===== config.mk =====
export PLATFORM = sky130hd
export DESIGN_NAME = mem_decoder
export DESIGN_NICKNAME = d
export VERILOG_FILES = /design/src/rtl/mem_decoder_pkg.sv /design/src/rtl/mem_decoder_match.sv /design/src/rtl/mem_decoder.sv
export SDC_FILE = /design/constraint.sdc
export NUM_CORES = 1
export LEC_CHECK = 0
export BUFFER_PORTS_ARGS = -buffer_cell sky130_fd_sc_hd__buf_2
export CAP_MARGIN = 20
export CORE_AREA = 2 2 158 160
export DETAILED_ROUTE_END_ITERATION = 8
export DIE_AREA = 0 0 160 162
export HOLD_SLACK_MARGIN = 0.12
export PLACE_DENSITY = 0.52
export SLEW_MARGIN = 20
export SYNTH_ARGS = -nofsm -noshare
export SYNTH_HDL_FRONTEND = slang
export SYNTH_HIERARCHICAL = 1
export SYNTH_SLANG_ARGS = --single-unit

===== constraint.sdc =====
create_clock -name clk -period 1.9 [get_ports clk]
set_clock_uncertainty 0.2 [all_clocks]
set_input_delay 0.095 -clock clk [delete_from_list [all_inputs] [get_ports clk]]
set_output_delay 0.095 -clock clk [all_outputs]
set_load 0.02 [all_outputs]

===== src/rtl/mem_decoder_pkg.sv =====
// Shared encodings for the mem_decoder address demux: FSM states, target selection
// and the default error read-data pattern.
package mem_decoder_pkg;

  localparam logic [1:0] ST_IDLE   = 2'd0;
  localparam logic [1:0] ST_ACCESS = 2'd1;
  localparam logic [1:0] ST_DONE   = 2'd2;

  typedef enum logic [1:0] {
    SEL_DEV0 = 2'd0,
    SEL_DEV1 = 2'd1,
    SEL_DEV2 = 2'd2,
    SEL_NONE = 2'd3
  } sel_e;

  localparam logic [31:0] UNMAPPED_DATA_DEFAULT = 32'hDEAD_BEEF;

  function automatic logic [2:0] sel_onehot(input sel_e sel);
    logic [2:0] oh;
    case (sel)
      SEL_DEV0: oh = 3'b001;
      SEL_DEV1: oh = 3'b010;
      SEL_DEV2: oh = 3'b100;
      default:  oh = 3'b000;
    endcase
    return oh;
  endfunction

endpackage


===== src/rtl/mem_decoder_match.sv =====
// Combinational base/mask window comparator; one instance per downstream target.
module mem_decoder_match #(
  parameter logic [31:0] BASE = 32'h0000_0000,
  parameter logic [31:0] MASK = 32'hFFFF_0000
) (
  input  logic [31:0] addr,
  output logic        hit
);

  assign hit = ((addr & MASK) == BASE);

endmodule


===== src/rtl/mem_decoder.sv =====
// Registered address decoder splitting one valid/ready initiator across three targets.
// Optional build macro MEM_DECODER_TIMEOUT_EN adds an ACCESS-state timeout abort.
module mem_decoder
  import mem_decoder_pkg::*;
#(
  parameter logic [31:0] DEV0_BASE      = 32'h0000_0000,
  parameter logic [31:0] DEV0_MASK      = 32'hFFFF_0000,
  parameter logic [31:0] DEV1_BASE      = 32'h1000_0000,
  parameter logic [31:0] DEV1_MASK      = 32'hFFFF_F000,
  parameter logic [31:0] DEV2_BASE      = 32'h2000_0000,
  parameter logic [31:0] DEV2_MASK      = 32'hFF00_0000,
  parameter logic [31:0] UNMAPPED_DATA  = UNMAPPED_DATA_DEFAULT,
  parameter int unsigned TIMEOUT_CYCLES = 16
) (
  input  logic        clk,
  input  logic        rstn,
  input  logic        mem_valid,
  output logic        mem_ready,
  input  logic [31:0] mem_addr,
  output logic [31:0] mem_rdata,
  input  logic [31:0] mem_wdata,
  input  logic [3:0]  mem_wstrb,
  output logic        dev0_valid,
  input  logic        dev0_ready,
  output logic [31:0] dev0_addr,
  input  logic [31:0] dev0_rdata,
  output logic [31:0] dev0_wdata,
  output logic [3:0]  dev0_wstrb,
  output logic        dev1_valid,
  input  logic        dev1_ready,
  output logic [31:0] dev1_addr,
  input  logic [31:0] dev1_rdata,
  output logic [31:0] dev1_wdata,
  output logic [3:0]  dev1_wstrb,
  output logic        dev2_valid,
  input  logic        dev2_ready,
  output logic [31:0] dev2_addr,
  input  logic [31:0] dev2_rdata,
  output logic [31:0] dev2_wdata,
  output logic [3:0]  dev2_wstrb,
  output logic        bus_err
);

  logic [2:0]  hit_s;
  sel_e        sel_s, sel_r, sel_n_s;
  logic [1:0]  state_r, state_n_s;
  logic [31:0] addr_r, addr_n_s, wdata_r, wdata_n_s, resp_r, resp_n_s, rdata_r;
  logic [3:0]  wstrb_r, wstrb_n_s;
  logic        bus_err_r, bus_err_n_s, ready_r;
  logic [2:0]  valid_r;
  logic        tgt_ready_s, timeout_s;
  logic [31:0] tgt_rdata_s;

  mem_decoder_match #(.BASE(DEV0_BASE), .MASK(DEV0_MASK)) u_match0 (.addr(mem_addr), .hit(hit_s[0]));
  mem_decoder_match #(.BASE(DEV1_BASE), .MASK(DEV1_MASK)) u_match1 (.addr(mem_addr), .hit(hit_s[1]));
  mem_decoder_match #(.BASE(DEV2_BASE), .MASK(DEV2_MASK)) u_match2 (.addr(mem_addr), .hit(hit_s[2]));

  // Overlapping windows resolve to the lowest-numbered target.
  always_comb begin
    if (hit_s[0])      sel_s = SEL_DEV0;
    else if (hit_s[1]) sel_s = SEL_DEV1;
    else if (hit_s[2]) sel_s = SEL_DEV2;
    else               sel_s = SEL_NONE;
  end

  always_comb begin
    case (sel_r)
      SEL_DEV0: begin tgt_ready_s = dev0_ready; tgt_rdata_s = dev0_rdata; end
      SEL_DEV1: begin tgt_ready_s = dev1_ready; tgt_rdata_s = dev1_rdata; end
      SEL_DEV2: begin tgt_ready_s = dev2_ready; tgt_rdata_s = dev2_rdata; end
      default:  begin tgt_ready_s = 1'b0;       tgt_rdata_s = 32'h0000_0000; end
    endcase
  end

`ifdef MEM_DECODER_TIMEOUT_EN
  localparam int unsigned CNT_W = $clog2(TIMEOUT_CYCLES + 1);
  logic [CNT_W-1:0] cnt_r;

  // Counter is held at zero outside ACCESS, so every access starts from a clean count.
  always_ff @(posedge clk or negedge rstn) begin
    if (!rstn)                     cnt_r <= '0;
    else if (state_r != ST_ACCESS) cnt_r <= '0;
    else                           cnt_r <= cnt_r + CNT_W'(1'b1);
  end

  assign timeout_s = (state_r == ST_ACCESS) && ((cnt_r + CNT_W'(1'b1)) == CNT_W'(TIMEOUT_CYCLES));
`else
  assign timeout_s = 1'b0;
`endif

  // Next-state logic; a target ready in the timeout cycle takes precedence over the abort.
  always_comb begin
    state_n_s   = state_r;
    sel_n_s     = sel_r;
    addr_n_s    = addr_r;
    wdata_n_s   = wdata_r;
    wstrb_n_s   = wstrb_r;
    resp_n_s    = resp_r;
    bus_err_n_s = bus_err_r;
    case (state_r)
      ST_IDLE: begin
        if (mem_valid) begin
          sel_n_s   = sel_s;
          addr_n_s  = mem_addr;
          wdata_n_s = mem_wdata;
          wstrb_n_s = mem_wstrb;
          if (sel_s == SEL_NONE) begin
            state_n_s   = ST_DONE;
            resp_n_s    = UNMAPPED_DATA;
            bus_err_n_s = 1'b1;
          end else begin
            state_n_s = ST_ACCESS;
          end
        end else begin
          state_n_s = ST_IDLE;
        end
      end
      ST_ACCESS: begin
        if (tgt_ready_s) begin
          state_n_s = ST_DONE;
          resp_n_s  = tgt_rdata_s;
        end else if (timeout_s) begin
          state_n_s   = ST_DONE;
          resp_n_s    = UNMAPPED_DATA;
          bus_err_n_s = 1'b1;
        end else begin
          state_n_s = ST_ACCESS;
        end
      end
      ST_DONE: state_n_s = ST_IDLE;
      default: state_n_s = ST_IDLE;
    endcase
  end

  // State, latched request and registered outputs.
  always_ff @(posedge clk or negedge rstn) begin
    if (!rstn) begin
      state_r   <= ST_IDLE;
      sel_r     <= SEL_NONE;
      addr_r    <= 32'h0000_0000;
      wdata_r   <= 32'h0000_0000;
      wstrb_r   <= 4'h0;
      resp_r    <= 32'h0000_0000;
      bus_err_r <= 1'b0;
      ready_r   <= 1'b0;
      rdata_r   <= 32'h0000_0000;
      valid_r   <= 3'b000;
    end else begin
      state_r   <= state_n_s;
      sel_r     <= sel_n_s;
      addr_r    <= addr_n_s;
      wdata_r   <= wdata_n_s;
      wstrb_r   <= wstrb_n_s;
      resp_r    <= resp_n_s;
      bus_err_r <= bus_err_n_s;
      ready_r   <= (state_n_s == ST_DONE);
      rdata_r   <= (state_n_s == ST_DONE) ? resp_n_s : 32'h0000_0000;
      valid_r   <= (state_n_s == ST_ACCESS) ? sel_onehot(sel_n_s) : 3'b000;
    end
  end

  assign mem_ready  = ready_r;
  assign mem_rdata  = rdata_r;
  assign bus_err    = bus_err_r;
  assign dev0_valid = valid_r[0];
  assign dev1_valid = valid_r[1];
  assign dev2_valid = valid_r[2];
  assign dev0_addr  = addr_r;
  assign dev1_addr  = addr_r;
  assign dev2_addr  = addr_r;
  assign dev0_wdata = wdata_r;
  assign dev1_wdata = wdata_r;
  assign dev2_wdata = wdata_r;
  assign dev0_wstrb = wstrb_r;
  assign dev1_wstrb = wstrb_r;
  assign dev2_wstrb = wstrb_r;

endmodule


==> Yosys cells after proc, flatten, opt, wreduce, memory -nomap -nowiden <==
Cells that the tools add are included.
{ "totals": {"inputBits": 170, "wordCells": 44, "reg_bits": 141, "output_inout_bits": 241} }
{ "classes": {"n_mux": 18, "eq_ne": 10, "n_reduce_logical": 6} }
{ "op_table": {"columns": ["cell", "count"], "rows": [
  ["$mux 32", 4],
  ["$pmux 32 s3", 1],
  ["$pmux 32 s2", 1],
  ["$logic_not 32->1", 1],
  ["$eq 20x17->1 const B", 1],
  ["$mux 2", 7],
  ["$pmux 3 s3", 1],
  ["$eq 2x1->1 const B", 4],
  ["$eq 2x2->1 const B", 4],
  ["$eq 8x6->1 const B", 1],
  ["$logic_not 2->1", 3],
  ["$pmux 2 s2", 1],
  ["$mux 3", 1],
  ["$pmux 1 s3", 1],
  ["$reduce_and 3->1", 1],
  ["$reduce_and 2->1", 1],
  ["$mux 1", 1]
]} }

==> Logic depth before layout (Yosys ltp) <==
Gate-level depths: netlist of run 1.
{ "depth": {"ltp_word": 10, "depth_mapped": 10, "depth_no_buf": 8} }

==> By module <==
The synthesis of run 1 kept the hierarchy.
{ "by_module_without_submodules": {"columns": ["mod", "seq_area_each_um2", "area_per_inst_um2", "n_inst", "cells_each"], "rows": [
  ["mem_decoder", 2730.1, 5698.0, 1, 614],
  ["mem_decoder_match at u_match1", 0.0, 65.1, 1, 8],
  ["mem_decoder_match at u_match0", 0.0, 33.8, 1, 5],
  ["mem_decoder_match at u_match2", 0.0, 20.0, 1, 3]
]} }

==> Worst setup path after synthesis of run 1 <==
Ideal clock, no wire load.
{ "synth_timing": {"path_kind": "register to register", "start": "register sel_r[0]", "end": "register rdata_r[10] (netlist: mem_rdata[10])", "required_ns": 1.581, "setup_time_ns": 0.119, "path_stages_with_launch": 6, "period_less_slack_ns": 2.057, "n_path_buf": 2, "arrival_time_ns": 1.738, "setup_slack_ns": -0.157, "path_cell_list": "dfstp_2 > buf_6 > clkbuf_1 > mux2_2 > a221o_1 > and2_1"} }
{ "synth_via": {"elab_chain_len": 6, "elab_cells_between_ends": 11, "cone_classes": "eq/ne: 3; mux: 7; reduce/logical: 1"} }
{ "synth_rtl": {"columns": ["element", "line_no", "text"], "rows": [
  ["start, declared", "mem_decoder.sv:45", "sel_e sel_s, sel_r, sel_n_s;"],
  ["start signal, assigned", "mem_decoder.sv:150", "sel_r <= sel_n_s;"],
  ["$eq 2x2->1, or another cell as far along", "mem_decoder.sv:67", "case (sel_r)"],
  ["$pmux 1 s3", "mem_decoder.sv:67", null],
  ["$mux 2", "mem_decoder.sv:119", "if (tgt_ready_s) begin"],
  ["$pmux 2 s2", "mem_decoder.sv:100", "case (state_r)"],
  ["$eq 2x2->1", "mem_decoder.sv:157", "rdata_r <= (state_n_s == ST_DONE) ? resp_n_s : 32'h0000_0000;"],
  ["$mux 32 *", "mem_decoder.sv:157", null],
  ["end signal, assigned", "mem_decoder.sv:157", null],
  ["end, declared", "mem_decoder.sv:47", "logic [31:0] addr_r, addr_n_s, wdata_r, wdata_n_s, resp_r, resp_n_s, rdata_r;"]
]} }
Mark *: on every way between the ends. The rest lies on a longest branch, timed or not.
A chain may end at the register's enable or synchronous reset.

==> Worst setup path after layout of run 1 <==
{ "layout_timing": {"start": "register sel_r[0]", "end": "register rdata_r[26] (netlist: mem_rdata[26])"} }
The elaborated chain is that of the path after synthesis.

==> results by group, run 1 <==
Global route
  • Met3 capacity usage during global routing: 3.40%
  • Overflow left after global routing: 0
  • Initial antenna violation count: 2
  • Largest net degree at the start of global routing: 110
  • GRT met2 Usage: 28.0%
  • Most Used Layer, Global Route: met2
  • Gr usage total: 15.7%
  • Via count of the first global-routing pass: 5,811
  • Global routing met1 resource utilization: 18.4%
  • Wire length of the first global-routing pass: 31,800 µm

Placed design
  • Placed Area: 7320 µm²
  • Number of cells in the design after placement: 1,216
  • Pre-CTS setup slack: -0.101 ns
  • Estimated wirelength of the detail-placed design: 14,300 µm
  • IO Port Bufs: 410
  • Routability Congestion: 0.816

Logic synthesis
  • Number of enable-type register cells in the synthesized netlist: 0
  • Post-Synthesis Cell Area: 5820 µm²
  • Dominant register cell in the synthesized netlist: sky130_fd_sc_hd__dfrtp_1
  • Synth top cells by count: sky130_fd_sc_hd__nand2_1, sky130_fd_sc_hd__buf_4, sky130_fd_sc_hd__dfrtp_1
  • Most common cell in the netlist: sky130_fd_sc_hd__nand2_1
  • Number of register bits inferred by synthesis: 109
  • Cell type with the largest total area after synthesis: sky130_fd_sc_hd__dfrtp_1
  • Seq/Total Area, Yosys: 46.9%
  • Fraction of synthesized cell area taken by the top area cell type: 46.0%
  • Share of flip-flops with an asynchronous set or reset after synthesis: 100%
  • Syn Inst Count: 630
  • Post-Syn Area per Cell: 9.23 µm²
  • Syn_nets: 800
  • Largest cells by area after synthesis: sky130_fd_sc_hd__dfrtp_1, sky130_fd_sc_hd__buf_4, sky130_fd_sc_hd__nand2_1
  • Unique cell type count in the Yosys netlist: 30
  • Count of synthesis-stage warnings from yosys: 6

STA
  • Final-layout setup total negative slack: -0.00752 ns
  • Setup repair after global routing missed its margin: yes
  • Post-route worst hold slack: 0.125 ns
  • Final count of pins violating max slew: 0
  • Final hold viol count: 0
  • Transition time of the tightest slew-check pin: 0.666 ns
  • Time the final worst path needs with I/O delays and setup: 1.90 ns
  • Final Cycle Share: 100%
  • Setup WS post-layout: -0.00410 ns
  • Final-report setup violation count: 2
  • Maximum frequency from static timing analysis: 525 MHz
  • Worst slew margin: 55.6%

Routing
  • Count of vias placed by the detailed router: 5,739
  • Avg Vias per Cell: 4.10
  • Antenna Violating Nets Remaining: 0
  • Number of remaining DRC errors: 0
  • Wire length reported by the detailed router: 21,000 µm
  • Iteration-0 DRC Markers: 295
  • WL per Instance: 15.0 µm
  • First drt pass iteration count: 4

Power and ir drop
  • Total power consumption of the routed design: 7.38 mW
  • Total leakage power: 5.04 nW
  • Power per cell area: 790 nW/µm²
  • Worst IR Drop VDD: 0.334 mV

Critical path
  • Critical Path AT: 1.95 ns
  • Number of cells traversed by the worst register-to-register path: 4
  • CP Launch Type: flop
  • R2r setup slk: -0.004 ns
  • Data required time of the critical path: 1.95 ns
  • Capturing element type of the critical path: flop
  • Worst-path maximum fanout: 10
  • Crit Path Category: reg2reg

Clock network
  • CTS root buffer: sky130_fd_sc_hd__clkbuf_16
  • Buffers from clock root to sink, at most: 2
  • Number of buffers added by the clock tree synthesis step: 9
  • CTS clock-pin slew for the worst setup and hold paths: 0.08 ns
  • Clk Latency, worst-skew pair: 0.35 ns
  • Deepest level of the CTS H-tree: 3
  • CTS tree: yes
  • Number of buffers inserted to repair setup after CTS: 0
  • Clock sink count: 109

Floorplan
  • Die Y: 162 µm
  • Width of the die: 160 µm
  • Number of primary I/O pins: 411
  • Number of placement rows: 57
  • Area of the die: 25,900 µm²
  • Initial Util: 24.1%
  • Floorplan Core Area: 24,100 µm²

Layout
  • Non-Filler Instances: 1,399
  • Layout Cell Area excl Fill: 9340 µm²
  • Multi-input gate area in the final layout: 1940 µm²
  • Post-layout util: 38.7%
  • Area growth, synth to finish: 60.5%
  • Flip-flop and latch area: 2730 µm²
  • Share of cells above drive strength 1: 46.2%
  • Final #Nets: 1,240
  • Filler Cells Inserted: 2,454

Run
  • Reported max-cap violation count: 0

Worst hold path
  • Class of the most critical hold timing path: in2async

Run status
  • Result of the run: finished, violations left
  • Violated checks: setup timing
final cells by class:
type | count | share of cell area (%)
flip-flops and latches | 109 | 29.2
well taps | 324 | 4.34
inverters | 4 | 0.241
multi-input cells | 347 | 20.8
repair buffers | 599 | 42.2
diodes | 1 | 0.0268
clock buffers | 9 | 2.41
clock inverters | 6 | 0.750
routing by layer:
| metal | vias up | wire (µm) | part of all wire, % |
|---|---|---|---|
| met5 | - | 26 | 0.12 |
| met4 | 4 | 452 | 2.2 |
| met3 | 42 | 1270 | 6.0 |
| met2 | 263 | 10700 | 51 |
| met1 | 2659 | 8560 | 41 |
| li1 | 2771 | - | - |
worst max-delay path, stage by stage, from the launching register on:
cell and delay (ns):
sky130_fd_sc_hd__dfstp_2 0.60, sky130_fd_sc_hd__buf_4 0.21, sky130_fd_sc_hd__mux2_2 0.36, sky130_fd_sc_hd__a221o_1 0.28
sky130_fd_sc_hd__and2_1 0.15
power breakdown:
group	internal, mW	switching [mW]	leakage, nW
Sequential	2.56	0.247	1.36
Clock	1.03	0.930	0.147
Combinational	1.04	1.57	3.53
sequential cells by signal, indices dropped and copies added (netlist names):
register	cells
dev0_wdata	32
mem_ready	1
dev0_wstrb	4
sel_r	2
state_r	2
mem_rdata	32
dev0_addr	32
bus_err	1
valid_r	3
worst paths after layout:
check / startpoint / end
max: sel_r[0]$_DFF_PN1_ / mem_rdata[26]$_DFF_PN0_
min: rstn / dev0_wdata[10]$_DFFE_PN0P_
max reg2reg: sel_r[0]$_DFF_PN1_ / mem_rdata[26]$_DFF_PN0_
min reg2reg: bus_err$_DFFE_PN0P_ / bus_err$_DFFE_PN0P_
max in group asynchronous: rstn / dev0_addr[4]$_DFFE_PN0P_
min in group clk: dev1_ready / mem_rdata[4]$_DFF_PN0_
cells in the final DEF, fill, tap and decap left out, types with 3 or more instances in the layout:
master and instances:
sky130_fd_sc_hd__dlygate4sd3_1 167, sky130_fd_sc_hd__a21oi_1 8, sky130_fd_sc_hd__inv_6 3, sky130_fd_sc_hd__buf_2 409, sky130_fd_sc_hd__dfrtp_1 107, sky130_fd_sc_hd__mux2_2 31
sky130_fd_sc_hd__buf_4 18, sky130_fd_sc_hd__clkbuf_16 9, sky130_fd_sc_hd__buf_12 3, sky130_fd_sc_hd__a221o_1 24, sky130_fd_sc_hd__nand2_1 226, sky130_fd_sc_hd__nor4_1 7
sky130_fd_sc_hd__and2_1 24
logic make-up after synthesis:
| logic type | after synthesis | synth area share [%] |
|---|---|---|
| AOI/OAI and AO/OA | 36 | 5.66 |
| buffers and inverters | 174 | 20.4 |
| muxes | 33 | 6.45 |
| DFF | 109 | 46.9 |
| and+or+nand+nor | 278 | 20.6 |
what timing repair did:
action | 4_1_cts | 5_1_grt
setup endpoints to repair | 24 | 28
hold buffers | 167 | 0
hold endpoints to repair | 215 | 0
gates resized for setup | 5 | 7
pin swaps | 0 | 1
Note: power is estimated with default switching activity, not from simulation.
==> run 2, diff against run 1 <==
TNS_END_PERCENT = 5   (was default)
==> results by group, run 2 (synthesis results as in run 1) <==
Floorplan
  • Floorplan Core Area: 24,100 µm²
  • Number of placement rows: 57
  • Die Y: 162 µm
  • Area of the die: 25,900 µm²
  • Initial Util: 24.1%
  • Width of the die: 160 µm
  • Number of primary I/O pins: 411

Power and ir drop
  • Power per cell area: 791 nW/µm²
  • Portion of total power attributed to sequential cells: 37.8%
  • Clock share of power: 26.9%
  • Worst IR Drop VDD: 0.308 mV
  • Switching power summed over all nets: 2.67 mW
  • Internal power: 4.76 mW
  • Total leakage power: 5.06 nW
  • Switching portion of total power: 36.0%
  • Portion of total power attributed to combinational logic: 35.3%

STA
  • Maximum frequency from static timing analysis: 514 MHz
  • Final-layout setup total negative slack: -0.608 ns
  • Time the final worst path needs with I/O delays and setup: 1.94 ns
  • Final Cycle Share: 102%
  • Final count of pins violating max slew: 0
  • Worst slew margin: 71.0%
  • Setup WS post-layout: -0.0442 ns
  • Setup repair after global routing missed its margin: yes
  • Transition time of the tightest slew-check pin: 0.435 ns
  • Final hold viol count: 0
  • Final-report setup violation count: 25

Critical path
  • RR Startpoint: sel_r[0]$_DFF_PN1_
  • Capturing element type of the critical path: flop
  • Worst-path maximum fanout: 19
  • Number of cells traversed by the worst register-to-register path: 4
  • Launch point of the critical path: sel_r[0]$_DFF_PN1_
  • R2r setup slk: -0.04 ns
  • Endpoint of the worst-slack reg-to-reg timing path: mem_rdata[27]$_DFF_PN0_
  • CP Launch Type: flop
  • Critical Path AT: 1.99 ns
  • End point of the critical path: mem_rdata[27]$_DFF_PN0_
  • Crit Path Category: reg2reg
  • Data required time of the critical path: 1.94 ns

Global route
  • Wire length of the first global-routing pass: 31,900 µm
  • Largest net degree at the start of global routing: 69
  • Initial antenna violation count: 2
  • Via count of the first global-routing pass: 5,860
  • Gr usage total: 15.7%
  • Overflow left after global routing: 0

Routing
  • Number of remaining DRC errors: 0
  • WL per Instance: 15.0 µm
  • First drt pass iteration count: 4
  • Wire length reported by the detailed router: 21,100 µm
  • Antenna Violating Nets Remaining: 0
  • Iteration-0 DRC Markers: 285
  • Count of vias placed by the detailed router: 5,792
  • Avg Vias per Cell: 4.14

Clock network
  • Number of buffers added by the clock tree synthesis step: 9
  • Clock sink count: 109
  • CTS tree: yes
  • Deepest level of the CTS H-tree: 3
  • CTS root buffer: sky130_fd_sc_hd__clkbuf_16
  • CTS clock-pin slew for the worst setup and hold paths: 0.07 ns
  • Buffers from clock root to sink, at most: 2
  • Clk Latency, worst-skew pair: 0.34 ns

Run
  • Reported max-cap violation count: 0

Placed design
  • Pre-CTS setup slack: -0.146 ns
  • IO Port Bufs: 410
  • Routability Congestion: 0.788
  • Estimated wirelength of the detail-placed design: 14,300 µm

Layout
  • Most frequent standard cell in the layout excluding fill and tap cells: sky130_fd_sc_hd__buf_2
  • Final #Nets: 1,242
  • Share of cells above drive strength 1: 45.9%
  • Top library cells by usage in the layout, fill and taps aside: sky130_fd_sc_hd__buf_2, sky130_fd_sc_hd__nand2_1, sky130_fd_sc_hd__dlygate4sd3_1, sky130_fd_sc_hd__dfrtp_1, sky130_fd_sc_hd__mux2_2
  • Area growth, synth to finish: 61.5%

Worst hold path
  • Hold Path Depth: 5
  • Launch point of the worst hold path: dev0_ready
  • Class of the most critical hold timing path: in2reg

Run status
  • Violated checks: setup timing
  • Result of the run: finished, violations left
-- run 2: changes by cell type in the layout (fill, tap and decap cells not counted), sizes merged --
cell	previous run	this run
dlygate4sd3	167	168
clkinvlp	0	2
buf	432	433
clkbuf	9	10
bufinv	1	2
clkinv	2	0
inv	7	4
-- run 2: per-stage QoR --
stage | hold slack, ns | total power, mW | std cells | utilization (%) | instance area (µm²)
4_1_cts | 0.152 | 7.54 | 1399 | 38.9 | 9370
3_5_place_dp | -0.124 | 5.19 | 1216 | 30.5 | 7360
5_1_grt | 0.174 | 7.83 | 1399 | 39.0 | 9390
2_1_floorplan | -0.401 | 4.65 | 630 | - | 5830
6_report | 0.157 | 7.44 | 1400 | 39.0 | 9400
3_3_place_gp | -0.123 | 5.18 | 1216 | 30.5 | 7360
-- run 2: repair_timing --
action,CTS,global route
setup buffers,1,0
gates resized for setup,7,5
gates cloned,0,0
pin swaps,1,0
hold endpoints to repair,214,0
endpoints found under the setup margin,25,29
hold buffers,168,0
-- run 2: worst min path at each step --
stage,end,slack [ns]
after floorplan,bus_err$_DFFE_PN0P_,-0.40
after global placement,dev0_wdata[26]$_DFFE_PN0P_,-0.12
after detailed placement,dev0_wdata[26]$_DFFE_PN0P_,-0.12
after CTS,state_r[1]$_DFF_PN0_,0.15
after global routing,state_r[1]$_DFF_PN0_,0.17
final,state_r[1]$_DFF_PN0_,0.16
-- run 2: routing by layer --
layer  vias up  track usage [%]  routed length (µm)
met3        47             3.42                1250
met5         -                0                  10
met1      2691             18.2                8310
li1       2775                -                   -
met4         2             6.35                 582
met2       277             28.2               10900
-- run 2: cell type report --
| class | count | area (µm²) |
|---|---|---|
| timing repair buffer | 601 | 4000 |
| clock buffer | 10 | 229 |
| antenna | 1 | 2.50 |
| inverter | 4 | 22.5 |
| tap | 324 | 405 |
| clock inverter | 4 | 75.1 |
| multi-input combinational | 347 | 1930 |
| sequential | 109 | 2730 |
| fill | 2456 | 14700 |
-- run 2: worst max-delay path, cell delays in order, from the launching register on --
cell and delay, ns:
sky130_fd_sc_hd__dfstp_2 0.63, sky130_fd_sc_hd__buf_12 0.19, sky130_fd_sc_hd__mux2_2 0.36, sky130_fd_sc_hd__a221o_1 0.29, sky130_fd_sc_hd__and2_1 0.15
-- run 2: power groups by stage --
stage	Clock, mW	Sequential [mW]	Combinational, mW
global placement	0	2.85	2.34
detailed placement	0	2.86	2.34
floorplan	0	3.09	1.56
finish	2.00	2.81	2.62
CTS	2.10	2.81	2.62
global route	2.18	2.85	2.80
